File: src/rtl/vdp_pkg.sv
// Shared VDP definitions: VRAM geometry, sprite attribute table locations,
// the read-server state encoding and the burst length type.
package vdp_pkg;

    localparam int VRAM_ADDR_W = 14;

    // Sprite attribute table layout in VRAM
    localparam logic [VRAM_ADDR_W-1:0] SAT_VPOS_BASE = 14'h3F00;
    localparam logic [VRAM_ADDR_W-1:0] SAT_HPOS_BASE = 14'h3F80;
    // VPOS value that terminates the sprite list
    localparam logic [7:0]             SAT_END       = 8'hD0;

    typedef enum logic [1:0] {
        S_IDLE  = 2'd0,
        S_ISSUE = 2'd1,
        S_TAIL  = 2'd2
    } srv_state_t;

    // Burst length minus one: 0 -> 1 byte, 3 -> 4 bytes
    typedef logic [1:0] burst_len_t;

endpackage

File: src/rtl/vdp_vram_wr_buf.sv
// One-entry CPU write buffer in front of the VRAM port.
// Ports:
//   clk, rst_L        clock, async active-low reset (also empties the buffer)
//   load              capture ld_addr/ld_data; ignored while full
//   ld_addr, ld_data  incoming CPU write
//   drain             buffered write is being committed this cycle
//   full              buffer holds a write not yet committed
//   addr, data        buffered write contents
module vdp_vram_wr_buf #(
    parameter int ADDR_W = 14
) (
    input  logic              clk,
    input  logic              rst_L,
    input  logic              load,
    input  logic [ADDR_W-1:0] ld_addr,
    input  logic [7:0]        ld_data,
    input  logic              drain,
    output logic              full,
    output logic [ADDR_W-1:0] addr,
    output logic [7:0]        data
);

    logic              full_q, full_d;
    logic [ADDR_W-1:0] addr_q, addr_d;
    logic [7:0]        data_q, data_d;

    always_comb begin
        full_d = full_q;
        addr_d = addr_q;
        data_d = data_q;
        // Load and drain are mutually exclusive: load needs empty, drain needs full.
        if (load && !full_q) begin
            full_d = 1'b1;
            addr_d = ld_addr;
            data_d = ld_data;
        end else if (drain && full_q) begin
            full_d = 1'b0;
        end
    end

    always_ff @(posedge clk or negedge rst_L) begin
        if (!rst_L) begin
            full_q <= 1'b0;
            addr_q <= '0;
            data_q <= '0;
        end else begin
            full_q <= full_d;
            addr_q <= addr_d;
            data_q <= data_d;
        end
    end

    assign full = full_q;
    assign addr = addr_q;
    assign data = data_q;

endmodule

File: src/rtl/vdp_vram_read_server.sv
// VRAM read server for the VDP fetch engines. Sequences a 1..4 byte burst
// onto a single-port synchronous VRAM and returns the bytes packed in one
// word with a one-cycle valid pulse. CPU writes go through a one-entry
// buffer that drains only from IDLE, ahead of any new request, so a read
// issued after a write always sees it.
// Ports:
//   clk, rst_L                          clock, async active-low reset
//   req_go, req_addr, req_len, req_ready  burst request handshake
//   rsp_data, rsp_valid                 packed burst bytes (byte k at [8k+7:8k])
//   cpu_wr_en/addr/data, cpu_wr_full    CPU write port
//   ram_addr, ram_we, ram_wdata, ram_rdata  VRAM port (1-cycle read latency)
//
// state   | meaning
// --------+-------------------------------------------------------------
// S_IDLE  | drain the write buffer if full, else accept a request
// S_ISSUE | drive base+issue_cnt each cycle until issue_cnt == len
// S_TAIL  | capture the last byte, schedule rsp_valid
module vdp_vram_read_server
    import vdp_pkg::*;
#(
    parameter int ADDR_W  = VRAM_ADDR_W,
    parameter int MAX_LEN = 4
) (
    input  logic                   clk,
    input  logic                   rst_L,
    input  logic                   req_go,
    input  logic [ADDR_W-1:0]      req_addr,
    input  logic [1:0]             req_len,
    output logic                   req_ready,
    output logic [8*MAX_LEN-1:0]   rsp_data,
    output logic                   rsp_valid,
    input  logic                   cpu_wr_en,
    input  logic [ADDR_W-1:0]      cpu_wr_addr,
    input  logic [7:0]             cpu_wr_data,
    output logic                   cpu_wr_full,
    output logic [ADDR_W-1:0]      ram_addr,
    output logic                   ram_we,
    output logic [7:0]             ram_wdata,
    input  logic [7:0]             ram_rdata
);

    srv_state_t           state_q, state_d;
    logic [ADDR_W-1:0]    base_addr_q, base_addr_d;
    burst_len_t           len_q, len_d;
    logic [1:0]           issue_cnt_q, issue_cnt_d;
    logic [1:0]           cap_cnt_q, cap_cnt_d;
    // Set the cycle after an address was issued: ram_rdata holds its byte.
    logic                 cap_pend_q, cap_pend_d;
    logic [8*MAX_LEN-1:0] rsp_data_q, rsp_data_d;
    logic                 rsp_valid_q, rsp_valid_d;

    logic                 buf_full;
    logic                 buf_drain;
    logic [ADDR_W-1:0]    buf_addr;
    logic [7:0]           buf_data;

    vdp_vram_wr_buf #(
        .ADDR_W (ADDR_W)
    ) u_wr_buf (
        .clk     (clk),
        .rst_L   (rst_L),
        .load    (cpu_wr_en),
        .ld_addr (cpu_wr_addr),
        .ld_data (cpu_wr_data),
        .drain   (buf_drain),
        .full    (buf_full),
        .addr    (buf_addr),
        .data    (buf_data)
    );

    always_comb begin
        state_d     = state_q;
        base_addr_d = base_addr_q;
        len_d       = len_q;
        issue_cnt_d = issue_cnt_q;
        cap_cnt_d   = cap_cnt_q;
        cap_pend_d  = 1'b0;
        rsp_data_d  = rsp_data_q;
        rsp_valid_d = 1'b0;
        buf_drain   = 1'b0;
        ram_addr    = '0;
        ram_we      = 1'b0;
        ram_wdata   = '0;
        req_ready   = 1'b0;

        // Capture runs alongside ISSUE and finishes in TAIL.
        if (cap_pend_q) begin
            rsp_data_d[int'(cap_cnt_q)*8 +: 8] = ram_rdata;
            cap_cnt_d = cap_cnt_q + 2'd1;
        end

        case (state_q)
            S_IDLE: begin
                if (buf_full) begin
                    ram_we    = 1'b1;
                    ram_addr  = buf_addr;
                    ram_wdata = buf_data;
                    buf_drain = 1'b1;
                end else begin
                    req_ready = 1'b1;
                    if (req_go) begin
                        base_addr_d = req_addr;
                        len_d       = req_len;
                        rsp_data_d  = '0;
                        issue_cnt_d = 2'd0;
                        cap_cnt_d   = 2'd0;
                        state_d     = S_ISSUE;
                    end
                end
            end
            S_ISSUE: begin
                // Natural wrap: top address rolls over to 0.
                ram_addr    = base_addr_q + ADDR_W'(issue_cnt_q);
                cap_pend_d  = 1'b1;
                issue_cnt_d = issue_cnt_q + 2'd1;
                if (issue_cnt_q == len_q) begin
                    state_d = S_TAIL;
                end
            end
            S_TAIL: begin
                rsp_valid_d = 1'b1;
                state_d     = S_IDLE;
            end
            default: begin
                state_d = S_IDLE;
            end
        endcase
    end

    always_ff @(posedge clk or negedge rst_L) begin
        if (!rst_L) begin
            state_q     <= S_IDLE;
            base_addr_q <= '0;
            len_q       <= '0;
            issue_cnt_q <= '0;
            cap_cnt_q   <= '0;
            cap_pend_q  <= 1'b0;
            rsp_data_q  <= '0;
            rsp_valid_q <= 1'b0;
        end else begin
            state_q     <= state_d;
            base_addr_q <= base_addr_d;
            len_q       <= len_d;
            issue_cnt_q <= issue_cnt_d;
            cap_cnt_q   <= cap_cnt_d;
            cap_pend_q  <= cap_pend_d;
            rsp_data_q  <= rsp_data_d;
            rsp_valid_q <= rsp_valid_d;
        end
    end

    assign rsp_data    = rsp_data_q;
    assign rsp_valid   = rsp_valid_q;
    assign cpu_wr_full = buf_full;

endmodule

File: config.mk
export PLATFORM = sky130hd
export DESIGN_NAME = vdp_vram_read_server
export DESIGN_NICKNAME = d
export VERILOG_FILES = /design/src/rtl/vdp_pkg.sv /design/src/rtl/vdp_vram_wr_buf.sv /design/src/rtl/vdp_vram_read_server.sv
export SDC_FILE = /design/constraint.sdc
export NUM_CORES = 1
export LEC_CHECK = 0
export ABC_CLOCK_PERIOD_IN_PS = 5500
export CAP_MARGIN = 10
export CORE_MARGIN = 3
export CORE_UTILIZATION = 35
export DETAILED_ROUTE_END_ITERATION = 8
export DONT_BUFFER_PORTS = 1
export PLACE_DENSITY = 0.55
export SLEW_MARGIN = 30
export SYNTH_ARGS = -nofsm -noshare
export SYNTH_HDL_FRONTEND = slang
export SYNTH_SLANG_ARGS = --single-unit
File: constraint.sdc
create_clock -name clk -period 5.5 [get_ports clk]
set_input_delay 1.375 -clock clk [delete_from_list [all_inputs] [get_ports clk]]
set_output_delay 1.375 -clock clk [all_outputs]
set_load 0.01 [all_outputs]
# Word level (Yosys, flattened, before mapping)
# Cells that the tools add are included.
[totals]
ff_bits = 79
input_bits = 50
out_inout_bits = 58
word_cells = 61
[op_classes]
n_addsub = 4
n_eq_ne = 6
shift = 2
mux = 28
n_bitwise = 1
n_reduce_logical = 9
[ops]
columns = ["op", "n"]
rows = [
  ["$mux W32", 4],
  ["$neg A5 Y33", 1],
  ["$shift A8 B33 Y32 const A", 1],
  ["$shiftx A8 B33 Y32", 1],
  ["$bwmux W32", 1],
  ["$pmux W14 S2", 1],
  ["$mux W2", 9],
  ["$mux W8", 2],
  ["$add A14 B2 Y14", 1],
  ["$mux W14", 1],
  ["$reduce_and A3 Y1", 3],
  ["$mux W1", 8],
  ["$pmux W2 S2", 2],
  ["$ne A2 B2 Y1 const B", 3],
  ["$add A2 B1 Y2 const B", 2],
  ["$reduce_bool A2 Y1", 2],
  ["$eq A2 B1 Y1 const B", 1],
  ["$eq A2 B2 Y1", 1],
  ["$eq A2 B2 Y1 const B", 1],
  ["$logic_and A1 B1 Y1", 2],
  ["$logic_not A2 Y1", 1],
  ["$logic_not A1 Y1", 1],
  ["$not A1 Y1", 1],
]

# Logic depth before layout (Yosys ltp)
[logic_depth]
word_depth = 7
depth_mapped = 7
mapped_depth_nobuf = 7

# Cells and area by module
# A second synthesis with hierarchy kept.
[hier_totals]
hier_cells = 304
hier_area_um2 = 3749.8
[by_module_without_submodules]
columns = ["module", "instances", "cells_per_inst", "area_per_inst_um2", "seq_area_each_um2"]
rows = [
  ["vdp_vram_read_server", 1, 254, 2798.9, 1401.3],
  ["vdp_vram_wr_buf", 1, 50, 950.9, 575.6],
]

# Worst setup path after synthesis
# Ideal clock, no wire load.
[synth_path]
path_kind = "register to output"
start = "reg issue_cnt_q[0]"
end = "out ram_addr[12]"
t_arrival_ns = 1.869
t_required_ns = 4.125
path_slack_ns = 2.256
path_stages_with_launch = 8
path_buffers = 0
path_cell_list = "dfrtp_1 > ha_1 > inv_1 > fa_1 > nand3b_1 > nor4_1 > xnor2_1 > o21ai_1"
[synth_between]
elab_chain_cells = 2
[synth_lines]
columns = ["item", "line", "text"]
rows = [
  ["start: declaration", "vdp_vram_read_server.sv:45", "logic [1:0] issue_cnt_q, issue_cnt_d;"],
  ["start signal: assignment", "vdp_vram_read_server.sv:144", "issue_cnt_q <= issue_cnt_d;"],
  ["$add A14 B2 Y14", "vdp_vram_read_server.sv:113", "ram_addr = base_addr_q + ADDR_W'(issue_cnt_q);"],
  ["$pmux W14 S2", "vdp_vram_read_server.sv:92", "case (state_q)"],
  ["end: declaration", "vdp_vram_read_server.sv:36", "output logic [ADDR_W-1:0] ram_addr,"],
]
# Every way passes these cells.

# Worst setup path in the final report
# Same ends and word-level chain as after synthesis.

==> results_tabular.tex <==
\begin{tabular}{lr}
\hline
Metric & Value \\
\hline
\multicolumn{2}{l}{\textbf{Clock tree}} \\
Buffer levels on the longest clock path & 2 \\
TritonCTS clock tree & yes \\
Clock-pin slew on the worst setup and hold paths & 80 ps \\
Number of buffers created by CTS & 9 \\
Setup bufs post-CTS & 0 \\
Number of clock sinks & 79 \\
Number of levels in the clock H-tree & 3 \\
Root Buffer Master & sky130\_fd\_sc\_hd\_\_clkbuf\_8 \\
CTS Hold Bufs & 0 \\
Later-pin clock latency in the skew report & 350 ps \\
Number of resized instances in the post-cts repair step & 0 \\
\multicolumn{2}{l}{\textbf{Critical path}} \\
Startpoint class of the critical path & register \\
Data required time of the critical path & 4120 ps \\
Cells along the critical path & ha\_1 > inv\_1 > fa\_1 > nand3b\_1 > nor4\_1 > xnor2\_1 > o21ai\_1 \\
Largest stage delay on the critical path & 440 ps \\
Family with the most delay on the worst path & simple AND/OR/NAND/NOR gates \\
Crit-path slowest cell & sky130\_fd\_sc\_hd\_\_dfrtp\_1 \\
Buffers and inverters on the worst path & 1 \\
Maximum fanout along the worst path & 6 \\
Critical path arrival & 2510 ps \\
Category of the most critical setup path & reg -> out \\
Critical path endpoint category & output pin \\
\multicolumn{2}{l}{\textbf{Finish}} \\
Number of nets in the finished design & 376 \\
Leading cell type in the layout, fill and taps excluded & sky130\_fd\_sc\_hd\_\_dfrtp\_1 \\
Flip-flop and latch area & 0.00198 mm2 \\
Commonest cells after routing, fill and taps aside & sky130\_fd\_sc\_hd\_\_dfrtp\_1 (79), sky130\_fd\_sc\_hd\_\_nor2\_1 (45), sky130\_fd\_sc\_hd\_\_a22oi\_1 (32) \\
Non-filler cells, final & 456 \\
Fraction of final layout cells with drive strength greater than 1 & 16.7\% \\
Number of inserted diodes & 0 \\
Filler cells & 969 \\
Area occupied by multi-input gates & 0.00159 mm2 \\
Post-synthesis to final-layout area growth & 8.92\% \\
\multicolumn{2}{l}{\textbf{Logic synthesis}} \\
Adder-Cell Fraction of Synth Area & 2.94\% \\
Number of enable flip-flop cells after synthesis & 0 \\
Flops \& latches, synth & 79 \\
Post-synthesis mux area share & 11.4\% \\
Xor/xnor cell area share of the yosys netlist & 3.11\% \\
Sequential-to-total area share from yosys stat & 54.0\% \\
Yosys warnings & 0 \\
Number of nets in the synthesized netlist & 375 \\
Gate Count Post-Synth & 317 \\
Compound-gate portion of the synthesized area & 10.6\% \\
Fraction of registers with async set/reset & 100\% \\
Largest family of logic cells by synthesized area & simple AND/OR/NAND/NOR gates \\
Flip-flop cell with the highest count after synthesis & sky130\_fd\_sc\_hd\_\_dfrtp\_1 \\
Simple-Gate Fraction of Synth Area & 15.2\% \\
Netlist area before placement & 0.00366 mm2 \\
Count of distinct cell types in the synthesized netlist & 41 \\
Syn avg cell area & 11.5 um2 \\
\multicolumn{2}{l}{\textbf{Routing}} \\
DRT iter0 DRCs & 187 \\
Via total after detailed routing & 2360 \\
Drc violations & 0 \\
Detailed-routing iteration count for the pre-antenna-repair pass & 4 \\
Total wire length & 8410 um \\
Average detailed-routed wire length per instance & 18.4 um \\
Post-detailed-route count of antenna-violating nets & 0 \\
Vias per cell & 5.18 \\
\multicolumn{2}{l}{\textbf{Power}} \\
Worst ir drop on vdd & 0.000358 V \\
Sequential power share & 45.0\% \\
Switching share of power & 40.6\% \\
NetSw & 0.000946 W \\
Total design power & 0.00233 W \\
Relative contribution of the clock network to total power & 19.0\% \\
Reported leakage power & 1.72 nW \\
Proportion of power drawn by combinational gates & 36.0\% \\
Int Pwr & 0.00139 W \\
Pwr dens & 585 mW/mm2 \\
\multicolumn{2}{l}{\textbf{Global route}} \\
First-pass GRT wire length & 13400 um \\
Antenna violations before repair & 1 \\
Pin count of the biggest net entering global routing & 80 \\
Final global-route overflow total & 0 \\
Vias in the first global route & 2523 \\
Global-route total usage across every layer & 15.0\% \\
\multicolumn{2}{l}{\textbf{Min path}} \\
Min-Delay Path Class & reg -> reg \\
\multicolumn{2}{l}{\textbf{Timing}} \\
Worst relative slew slack & 46.8\% \\
Worst path setup slack after routing & 1620 ps \\
Final-layout setup total negative slack & 0 ps \\
Clock period minus worst slack & 3880 ps \\
Total setup violations reported at the end of the flow & 0 \\
Fmax achieved & 0.257 GHz \\
Final Max Tran Viols & 0 \\
Number of hold violations in the final report & 0 \\
Unrepaired setup endpoints after global routing & no \\
Actual slew at the worst max-slew pin & 797 ps \\
Ratio of final minimum period to clock period & 70.6\% \\
Clock Skews & 9.25 ps \\
Hold WS & 501 ps \\
\multicolumn{2}{l}{\textbf{Floorplan}} \\
Area of the die & 0.0117 mm2 \\
Number of ports placed on the die boundary & 108 \\
Floorplan core area & 0.00995 mm2 \\
Die outline width & 108 um \\
Number of rows created at floorplan & 36 \\
Y dimension of the die & 108 um \\
Initial standard-cell utilization of the core & 36.8\% \\
\multicolumn{2}{l}{\textbf{Place}} \\
Post-Place Worst Slack & 1950 ps \\
IO Port Bufs & 0 \\
Final weighted congestion in routability-driven placement & 0.760 \\
Post-DP HPWL & 5760 um \\
DP Cell Count & 440 \\
\multicolumn{2}{l}{\textbf{Run}} \\
Number of max-cap violations & 0 \\
\multicolumn{2}{l}{\textbf{Outcome}} \\
Run status & finished clean \\
\hline
\end{tabular}
==> cell usage after synthesis (2+ instances only) <==
cell	instances	area share (%)
sky130_fd_sc_hd__dfrtp_1	79	54
sky130_fd_sc_hd__nor2_1	45	4.6
sky130_fd_sc_hd__a22oi_1	32	6.6
sky130_fd_sc_hd__mux2_2	24	7.4
sky130_fd_sc_hd__nand2_1	24	2.5
sky130_fd_sc_hd__mux2_1	12	3.7
sky130_fd_sc_hd__xnor2_1	10	2.4
sky130_fd_sc_hd__and2_1	8	1.4
sky130_fd_sc_hd__o21ai_0	8	1.1
sky130_fd_sc_hd__ha_1	7	2.4
sky130_fd_sc_hd__buf_2	6	0.82
sky130_fd_sc_hd__inv_1	6	0.62
sky130_fd_sc_hd__o21ai_1	5	0.68
sky130_fd_sc_hd__buf_4	4	0.82
sky130_fd_sc_hd__nor2b_1	4	0.68
sky130_fd_sc_hd__nor3_1	4	0.55
sky130_fd_sc_hd__clkbuf_1	3	0.31
sky130_fd_sc_hd__xor2_1	3	0.72
sky130_fd_sc_hd__a21oi_1	2	0.27
sky130_fd_sc_hd__a221o_1	2	0.55
sky130_fd_sc_hd__a31oi_1	2	0.34
sky130_fd_sc_hd__and3_1	2	0.34
sky130_fd_sc_hd__inv_2	2	0.21
sky130_fd_sc_hd__nand3_1	2	0.27
sky130_fd_sc_hd__nand4_1	2	0.34
sky130_fd_sc_hd__nor4_1	2	0.34
sky130_fd_sc_hd__nor4_4	2	1.2
sky130_fd_sc_hd__nor4b_4	2	1.3
==> worst paths after layout <==
check	startpoint	endpoint	slack (ps)	cells after the start
max in group asynchronous	rst_L	base_addr_q[3]	4670	0
min in group asynchronous	rst_L	rsp_data[0]	710	0
setup / recovery	issue_cnt_q[0]	ram_addr[12]	1620	7
hold reg to reg	base_addr_q[0]	base_addr_q[0]	500	1
hold / removal	base_addr_q[0]	base_addr_q[0]	500	1
setup reg to reg	u_wr_buf.full	base_addr_q[12]	3170	4
==> logic make-up after synthesis <==
| group | count (synthesis) |
|---|---|
| adder cells (fa/ha/maj) | 8 |
| flip-flops | 79 |
| AND/OR/NAND/NOR | 103 |
| multiplexers | 37 |
| AO/OA/AOI/OAI | 56 |
| XOR/XNOR | 13 |
| buffers and inverters | 21 |
==> flip-flops by register name, indices dropped and copies added (netlist names), 2 cells and up <==
name           flops
u_wr_buf.data      8
state_q            2
rsp_data          32
u_wr_buf.addr     14
cap_cnt_q          2
len_q              2
base_addr_q       14
issue_cnt_q        2
==> power groups by stage <==
stage	clock (W)	sequential, W	combinational [W]
after global routing	0.000487	0.00109	0.000939
after detailed placement	0	0.00107	0.000853
after CTS	0.000463	0.00105	0.000859
after global placement	0	0.00106	0.000841
final	0.000443	0.00105	0.000839
after floorplan	0	0.000982	0.000738
==> layout make-up <==
cell class	count	share of cell area [%]
inverter	8	0.753
clock buffer	9	3.11
clock inverter	7	1.95
sequential	79	49.6
timing repair buffer	3	0.565
multi-input combinational	217	39.9
tap	133	4.17
==> stage by stage <==
step	utilization (%)	instance area, um2
final	40.0	3990
after global placement	38.0	3780
after CTS	40.0	3990
after detailed placement	38.0	3780
after global routing	40.0	3990
after floorplan	-	3660
==> routing by layer <==
metal | track usage (%) | part of all wire, % | vias to the layer above
met2 | 24.2 | 48 | 87
met4 | 5.23 | 0.62 | 2
li1 | - | - | 1113
met1 | 17.8 | 41 | 1152
met3 | 6.69 | 9.8 | 6
met5 | 0 | 0.083 | -
No activity file was read; power rests on OpenSTA's default activity.
